## config.mk

```make
export PLATFORM = sky130hd
export DESIGN_NAME = seg_scan_mux
export DESIGN_NICKNAME = d
export VERILOG_FILES = /design/src/rtl/seg_scan_mux.sv
export SDC_FILE = /design/constraint.sdc
export NUM_CORES = 1
export LEC_CHECK = 0
export ABC_AREA = 1
export CAP_MARGIN = 10
export CELL_PAD_IN_SITES_DETAIL_PLACEMENT = 1
export CELL_PAD_IN_SITES_GLOBAL_PLACEMENT = 1
export CORE_UTILIZATION = 45
export DETAILED_ROUTE_END_ITERATION = 16
export PLACE_DENSITY = 0.86
export SKIP_LAST_GASP = 1
export SLEW_MARGIN = 5
export SYNTH_ARGS = -nofsm -noshare
export SYNTH_HDL_FRONTEND = slang
export SYNTH_SLANG_ARGS = --single-unit
```

## constraint.sdc

```tcl
create_clock -name clk -period 4.3 [get_ports clk]
set_clock_uncertainty 0.05 [all_clocks]
set_input_delay 0.645 -clock clk [delete_from_list [all_inputs] [get_ports clk]]
set_output_delay 0.645 -clock clk [all_outputs]
set_load 0.01 [all_outputs]
```

## src/rtl/seg_scan_mux.sv

```systemverilog
// rtl/seg_scan_mux.sv - four-digit 7-segment scan multiplexer with frame-synchronous double buffering
// Optional macro LEADING_ZERO_BLANK_EN blanks leading-zero digits 3..1.
module seg_scan_mux #(
   parameter int REFRESH_DIV  = 16,
   parameter int GUARD_CYCLES = 64
) (
   input  logic        clk,
   input  logic        rst_n,
   input  logic [15:0] value,
   input  logic [3:0]  dp_in,
   input  logic        load,
   output logic [3:0]  hex_digit,
   output logic [3:0]  an,
   output logic        dp,
   output logic        frame_start
);

   localparam logic [REFRESH_DIV-1:0] GUARD   = REFRESH_DIV'(GUARD_CYCLES);
   localparam logic [REFRESH_DIV-1:0] PRE_ONE = {{(REFRESH_DIV-1){1'b0}}, 1'b1};

   logic [REFRESH_DIV-1:0] presc_q, presc_d;
   logic [1:0]             idx_q, idx_d;
   logic [15:0]            pend_val_q, pend_val_d;
   logic [3:0]             pend_dp_q, pend_dp_d;
   logic                   pend_flag_q, pend_flag_d;
   logic [15:0]            disp_val_q, disp_val_d;
   logic [3:0]             disp_dp_q, disp_dp_d;
   logic [3:0]             hex_digit_q, hex_digit_d;
   logic [3:0]             an_q, an_d;
   logic                   dp_q, dp_d;
   logic                   frame_start_q, frame_start_d;

   logic       tick;
   logic       wrap;
   logic       active;
   logic [3:0] blank;

   always_comb begin
      tick          = &presc_q;
      wrap          = tick && (idx_q == 2'd3);
      presc_d       = presc_q + PRE_ONE;
      idx_d         = tick ? idx_q + 2'd1 : idx_q;
      pend_val_d    = pend_val_q;
      pend_dp_d     = pend_dp_q;
      pend_flag_d   = pend_flag_q;
      disp_val_d    = disp_val_q;
      disp_dp_d     = disp_dp_q;

      // Shadow only changes at the frame boundary; a coincident load bypasses pending.
      if (wrap) begin
         if (load) begin
            disp_val_d = value;
            disp_dp_d  = dp_in;
         end else if (pend_flag_q) begin
            disp_val_d = pend_val_q;
            disp_dp_d  = pend_dp_q;
         end
         pend_flag_d = 1'b0;
      end else if (load) begin
         pend_val_d  = value;
         pend_dp_d   = dp_in;
         pend_flag_d = 1'b1;
      end

      blank = 4'b0000;
`ifdef LEADING_ZERO_BLANK_EN
      blank[3] = (disp_val_q[15:12] == 4'h0)   && !disp_dp_q[3];
      blank[2] = (disp_val_q[15:8]  == 8'h00)  && !disp_dp_q[2];
      blank[1] = (disp_val_q[15:4]  == 12'h000) && !disp_dp_q[1];
`else
      blank = 4'b0000;
`endif

      active        = (presc_q >= GUARD) && !blank[idx_q];
      an_d          = 4'b1111;
      if (active) an_d[idx_q] = 1'b0;
      dp_d          = active ? ~disp_dp_q[idx_q] : 1'b1;
      hex_digit_d   = disp_val_q[{idx_q, 2'b00} +: 4];
      frame_start_d = wrap;
   end

   always_ff @(posedge clk or negedge rst_n) begin
      if (!rst_n) begin
         presc_q       <= '0;
         idx_q         <= 2'd0;
         pend_val_q    <= 16'h0000;
         pend_dp_q     <= 4'h0;
         pend_flag_q   <= 1'b0;
         disp_val_q    <= 16'h0000;
         disp_dp_q     <= 4'h0;
         hex_digit_q   <= 4'h0;
         an_q          <= 4'b1111;
         dp_q          <= 1'b1;
         frame_start_q <= 1'b0;
      end else begin
         presc_q       <= presc_d;
         idx_q         <= idx_d;
         pend_val_q    <= pend_val_d;
         pend_dp_q     <= pend_dp_d;
         pend_flag_q   <= pend_flag_d;
         disp_val_q    <= disp_val_d;
         disp_dp_q     <= disp_dp_d;
         hex_digit_q   <= hex_digit_d;
         an_q          <= an_d;
         dp_q          <= dp_d;
         frame_start_q <= frame_start_d;
      end
   end

   assign hex_digit   = hex_digit_q;
   assign an          = an_q;
   assign dp          = dp_q;
   assign frame_start = frame_start_q;

endmodule

```

==> summary.txt, run 1 <==
Die
  – Num ports: 33
  – Core area: 6940 sq um
  – Die width: 87.6 um
  – Cell Rows: 30
  – Die area: 7670 sq um
  – Initial core utilization: 47.4%
  – Die Y-Extent: 87.6 um

STA
  – Final worst-path setup slack: 1930 ps
  – Rel. slew slack: 31.5%
  – Slew @ Worst Pin: 1030 ps
  – Max Slew Vio Count: 0
  – Final hold viol count: 0
  – Final Cycle Share: 55.2%
  – Maximum clock rate: 0.421 GHz
  – Unrepaired setup endpoints after global routing: false
  – Final setup TNS: 0 ps
  – Final count of negative-setup-slack endpoints: 0
  – Min Tclk post-route: 2370 ps

Global route
  – Initial antenna violation count: 0
  – Congestion Overflow GR: 0
  – Gr usage total: 23.8%
  – Vias in the first global route: 2892
  – First-pass GRT wire length: 13800 um
  – Largest net degree at the start of global routing: 63

Clock tree
  – Post-CTS Setup Inserts: 0
  – Clock Path Buffers: 2
  – Clk Latency, worst-skew pair: 350 ps
  – Num CTS Buffers: 9
  – Clock transition at path regs: 80 ps
  – PostCTS Resize Cnt: 0
  – H-tree depth: 3
  – CTS tree: yes
  – Root Driver: clkbuf_8
  – Clock sink count: 69
  – Hold buffers post-CTS: 0

Layout
  – Register area: 1730 sq um
  – Area Growth Syn to Fin: 17.7%
  – Multi-input logic area: 1300 sq um
  – Final Non-Filler Cells: 521
  – Final #Nets: 449
  – Layout cell share with drive strength beyond 1: 8.00%
  – ANT cells: 0
  – Most common cell after layout, fill and taps aside: nand2_1
  – Most frequent cells in the layout: nand2_1, dfrtp_1, inv_1, o21ai_0, clkdlybuf4s50_1
  – Filler cells: 817

Worst setup path
  – Critical Path Source Type: flip-flop
  – RR Startpoint: idx_q[0]
  – CP arrival: 2610 ps
  – CP most frequent cell: nand2_1
  – CP Cell Sequence: ha_1 -> buf_4 -> nand3_1 -> buf_4 -> nand2_1 -> nand2_1 -> nand2_1
  – Crit path required time: 4530 ps
  – Worst path slowest cell: dfrtp_1
  – Max Fanout on Critical Path: 24
  – Critical path class: flip-flop to flip-flop
  – R2r setup slk: 1930 ps
  – Crit. End Element: flip-flop
  – Worst path max stage delay: 630 ps
  – Critical path origin: idx_q[0]

Logic synthesis
  – Syn Inst Count: 394
  – Share of the synthesized area in the top cell type: 48.6%
  – Distinct cells, synth: 26
  – Largest family of logic cells by synthesized area: simple AND/OR/NAND/NOR gates
  – Sequential fraction of the synthesis area: 52.6%
  – Post-Synth Simple-Gate Area: 27.9%
  – Post-synthesis compound-gate area fraction: 5.66%
  – Synth warn: 0
  – Mux cell area share after synthesis: 0%
  – Mapped Area: 3290 sq um
  – Largest cells by area after synthesis: dfrtp_1, nand2_1, o21ai_0
  – Cell taking the most area after synthesis: dfrtp_1
  – Syn Area/Cell: 8.36 sq um
  – Synth Area in XOR/XNOR: 3.72%
  – Net Count, Synth: 423
  – Yosys reg bits: 69
  – Adder-cell share of the synthesized area: 2.28%

Placed design
  – Hpwl dp: 5500 um
  – IO Port Bufs: 32
  – RD Place Congestion: 0.779
  – Pre-CTS setup slack: 1700 ps
  – Cell total after placement: 505

Routing
  – WL per Instance: 15.4 um
  – WL final: 8040 um
  – Via Count: 2672
  – Antenna Nets Post-Route: 0
  – DRC viols: 0
  – Vias per inst: 5.13
  – DR pass1 iterations: 4
  – DR iter-0 viols: 134

Power and ir drop
  – Tot Pwr: 0.00137 W
  – Max VDD drop: 168 uV
  – Leakage: 2.00 nW
  – Pwr per Cell Area: 354 nW/um^2

Min path
  – Worst Hold Class: primary input to asynchronous set/reset pin

Job
  – Max Cap Viol: 0

Status
  – Status: finished clean
final timing paths:
check / endpoint / cells after the start
hold reg to reg: disp_val_q[6] / 2
setup / recovery: pend_val_q[7] / 7
setup reg to reg: pend_val_q[7] / 7
min in group clk: disp_val_q[6] / 2
hold / removal: presc_q[15] / 1
max in group asynchronous: pend_val_q[12] / 2
power by group:
| part | internal (W) | total, W | switching [W] | leakage, nW |
|---|---|---|---|---|
| Clock | 0.000347 | 0.000614 | 0.000267 | 0.113 |
| Sequential | 0.000665 | 0.000674 | 0.00000893 | 0.891 |
| Combinational | 0.0000340 | 0.0000856 | 0.0000516 | 0.997 |
| Total | 0.00105 | 0.00137 | 0.000327 | 2.00 |
cells in the mapped netlist:
cell type,number
nand2_4,1
dfrtp_1,64
nand3_1,26
nor2_1,22
xor2_1,11
o22ai_1,5
nor2_4,1
buf_1,2
inv_1,39
nor2_2,1
dfstp_2,5
buf_2,3
nand2_1,127
nor3_1,4
nand3_2,1
o21ai_0,31
buf_4,3
nand4_1,21
inv_2,1
nor2_8,1
xnor2_1,3
nor4_1,2
nand2_2,1
buf_6,2
clkbuf_1,11
ha_1,6
metrics by stage:
stage | util (%) | hold WS, ps | cell area [sq um]
5_1_grt | 55.8 | 454 | 3880
4_1_cts | 55.8 | 428 | 3880
3_3_place_gp | 52.5 | 399 | 3650
6_report | 55.8 | 416 | 3880
3_5_place_dp | 52.5 | 409 | 3650
2_1_floorplan | - | 299 | 3290
layer usage:
metal	vias up	share of wire (%)	track usage, %
li1	1305	-	-
met2	42	51	42.1
met1	1314	45	29.6
met3	11	2.8	3.58
met4	0	1.3	8.49
met5	-	0	0
state kept, by name, summed over array words and instances (netlist names):
| name | count |
|---|---|
| presc_q | 16 |
| frame_start | 1 |
| pend_dp_q | 4 |
| hex_digit | 4 |
| an | 4 |
| pend_val_q | 16 |
| disp_val_q | 16 |
| idx_q | 2 |
| dp | 1 |
| pend_flag_q | 1 |
| disp_dp_q | 4 |
cell type report:
class / instances / share of cell area [%]
clock buffers: 10 / 3.55
clock inverters: 6 / 2.42
inverters: 40 / 3.87
multi-input cells: 264 / 33.6
flip-flops and latches: 69 / 44.7
well taps: 96 / 3.10
repair buffers: 36 / 8.78
worst max-delay path, delay by kind of cell (launching register included):
| kind | cells | cell delay (ps) |
|---|---|---|
| DFF | 1 | 630 |
| buffers and inverters | 2 | 480 |
| and+or+nand+nor | 4 | 900 |
| adders and majority gates | 1 | 230 |
kinds of logic after synthesis:
group	count (synthesis)
and+or+nand+nor	208
buffers and inverters	61
DFF	69
xor gates and xnor gates	14
adders and majority gates	6
AOI/OAI and AO/OA	36
Power figures use the tool's default switching activity.
==> run 2: changes to the inputs <==
CORE_UTILIZATION = 43   (was 45)
PLACE_DENSITY = 0.83   (was 0.86)
clock period = 2.4 ns   (was 4.3 ns; I/O delays follow)
==> run 2 against run 1 <==
Utilization is 2.9 points lower; clock power grew 49%; total power rose by 66%; highest routed layer unchanged; first-iteration DRC count grew 46%.
==> summary.txt, run 2 (same netlist as run 1, synthesis figures left out) <==
Status
  – Status: finished clean

Clock tree
  – CTS tree: yes
  – Clock Path Buffers: 2 (unchanged)
  – Clock transition at path regs: 80 ps (about the same)
  – Clk Latency, worst-skew pair: 340 ps (about the same)
  – Clock sink count: 69 (unchanged)
  – PostCTS Resize Cnt: 0 (unchanged)
  – H-tree depth: 3 (unchanged)
  – Num CTS Buffers: 9 (unchanged)
  – Post-CTS Setup Inserts: 0 (unchanged)
  – Hold buffers post-CTS: 1 (+1)
  – Root Driver: clkbuf_8

Routing
  – Wl on met1: 3650 um (+1.1%)
  – Vias per inst: 5.07 (-1.2%)
  – WL met3: 214 um (-4.5%)
  – Max Used Layer: met4
  – Via Count: 2671 (-0.037%)
  – WL met2: 3820 um (-6.8%)
  – DR pass1 iterations: 4 (unchanged)
  – WL final: 7810 um (-2.9%)
  – Antenna Nets Post-Route: 0 (unchanged)
  – DR iter-0 viols: 196 (+46%)
  – WL per Instance: 14.8 um (-4.1%)
  – DRC viols: 0 (unchanged)

Worst setup path
  – Crit path required time: 2620 ps (-1910 ps)
  – CP arrival: 2110 ps (-500 ps)
  – CP top delay family: flip-flops
  – Worst path max stage delay: 590 ps (-40 ps)
  – Critical path class: flip-flop to flip-flop
  – Worst r2r path cells: 6 (-1)
  – Crit. End Element: flip-flop
  – CP Depth: 6 (-1)
  – CP Cell Sequence: ha_1 -> nand3_1 -> nand2_1 -> buf_4 -> nand2_1 -> nand2_1
  – CP bufs+invs: 1 (-1)
  – Max Fanout on Critical Path: 14 (-42%)
  – CP most frequent cell: nand2_1
  – Worst path slowest cell: dfrtp_1
  – Critical Path Source Type: flip-flop

Global route
  – Congestion Overflow GR: 0 (unchanged)
  – Largest net degree at the start of global routing: 70 (+11%)
  – Gr usage total: 22.3% (-1.5 points)
  – Initial antenna violation count: 0 (unchanged)
  – Vias in the first global route: 2707 (-6.4%)
  – First-pass GRT wire length: 13300 um (-3.7%)

Layout
  – ANT cells: 0 (unchanged)
  – Biggest regs: disp_val_q (16), pend_val_q (16), presc_q (16)
  – Most frequent cells in the layout: nand2_1, dfrtp_1, inv_1, o21ai_0, clkdlybuf4s50_1
  – Layout cell share with drive strength beyond 1: 7.94% (-0.056 points)
  – Post-route cell area: 3880 sq um (+0.13%)
  – Most common cell after layout, fill and taps aside: nand2_1
  – Final core occ: 53.0% (-2.9 points)
  – Area Growth Syn to Fin: 17.9%
  – Final #Nets: 454 (+1.1%)

Die
  – Initial core utilization: 44.9% (-2.5 points)
  – Die area: 8020 sq um (+4.6%)
  – Core area: 7330 sq um (+5.6%)
  – Num ports: 33 (unchanged)
  – Cell Rows: 31 (+3.3%)
  – Die width: 89.5 um (+2.2%)
  – Die Y-Extent: 89.5 um (+2.2%)

Power and ir drop
  – Clock group share of total power: 40.1% (-4.6 points)
  – Pint: 0.00176 W (+68%)
  – Logic pwr share: 6.9% (+0.7 points)
  – Max VDD drop: 331 uV (+97%)
  – Net switching power: 0.000524 W (+60%)
  – Pwr per Cell Area: 587 nW/um^2 (+66%)
  – Fraction of power spent switching nets: 23.0% (-0.84 points)
  – Flop pwr share: 53.0% (+3.9 points)
  – Leakage: 2.01 nW (+0.34%)

STA
  – Unrepaired setup endpoints after global routing: false
  – Min Tclk post-route: 1890 ps (-488 ps)
  – Final hold viol count: 0 (unchanged)
  – Final Cycle Share: 78.6% (+23 points)
  – Final count of negative-setup-slack endpoints: 0 (unchanged)
  – Final setup TNS: 0 ps (unchanged)
  – Slew @ Worst Pin: 443 ps (-585 ps)
  – Maximum clock rate: 0.530 GHz (+26%)
  – Max Slew Vio Count: 0 (unchanged)
  – Rel. slew slack: 70.3% (+39 points)

Placed design
  – RD Place Congestion: 0.744 (-4.4%)
  – DP Area: 3690 sq um (+1.3%)
  – Hpwl dp: 5310 um (-3.4%)
  – IO Port Bufs: 32 (unchanged)

Job
  – Max Cap Viol: 0 (unchanged)

Min path
  – Worst Hold Class: primary input to flip-flop
  – Hold path cells: 3
[run 2: through the flow]
step	worst slack (ps)	total power [W]	instances	hold slack, ps
finish	514	0.00228	527	393
detailed placement	583	0.00139	512	365
global placement	681	0.00138	512	363
floorplan	933	0.00130	394	14.4
CTS	493	0.00231	527	383
global route	385	0.00237	527	395
[run 2: per-layer routing]
metal | GRT usage [%] | vias to the layer above
li1 | - | 1308
met1 | 29.0 | 1302
met3 | 3.69 | 13
met2 | 37.6 | 48
met4 | 8.37 | 0
met5 | 0 | -
[run 2: tightest hold or removal path, delay by kind of cell]
family,cells,cell delay [ps]
AND/OR/NAND/NOR,2,170
buffers and inverters,1,210
[run 2: layout make-up]
type                       count  area, sq um
tap                           99          124
inverter                      40          150
multi-input combinational    264         1300
clock buffer                  12          145
sequential                    69         1730
timing repair buffer          41          393
clock inverter                 2         35.0
fill                         890         3450
[run 2: path summary, 6_finish.rpt]
check	startpoint	endpoint	slack, ps
hold reg to reg	pend_val_q[2]	pend_val_q[2]	420
setup reg to reg	idx_q[0]	pend_val_q[14]	510
setup / recovery	idx_q[0]	pend_val_q[14]	510
min in group asynchronous	rst_n	presc_q[11]	510
max in group asynchronous	rst_n	an[3]	1410
hold / removal	load	pend_val_q[11]	390
[run 2: power groups by stage]
stage | Combinational, W | Sequential [W] | Clock (W)
finish | 0.000156 | 0.00121 | 0.000914
global route | 0.000181 | 0.00121 | 0.000982
CTS | 0.000161 | 0.00121 | 0.000936
detailed placement | 0.000158 | 0.00123 | 0
global placement | 0.000151 | 0.00123 | 0
floorplan | 0.0000715 | 0.00123 | 0
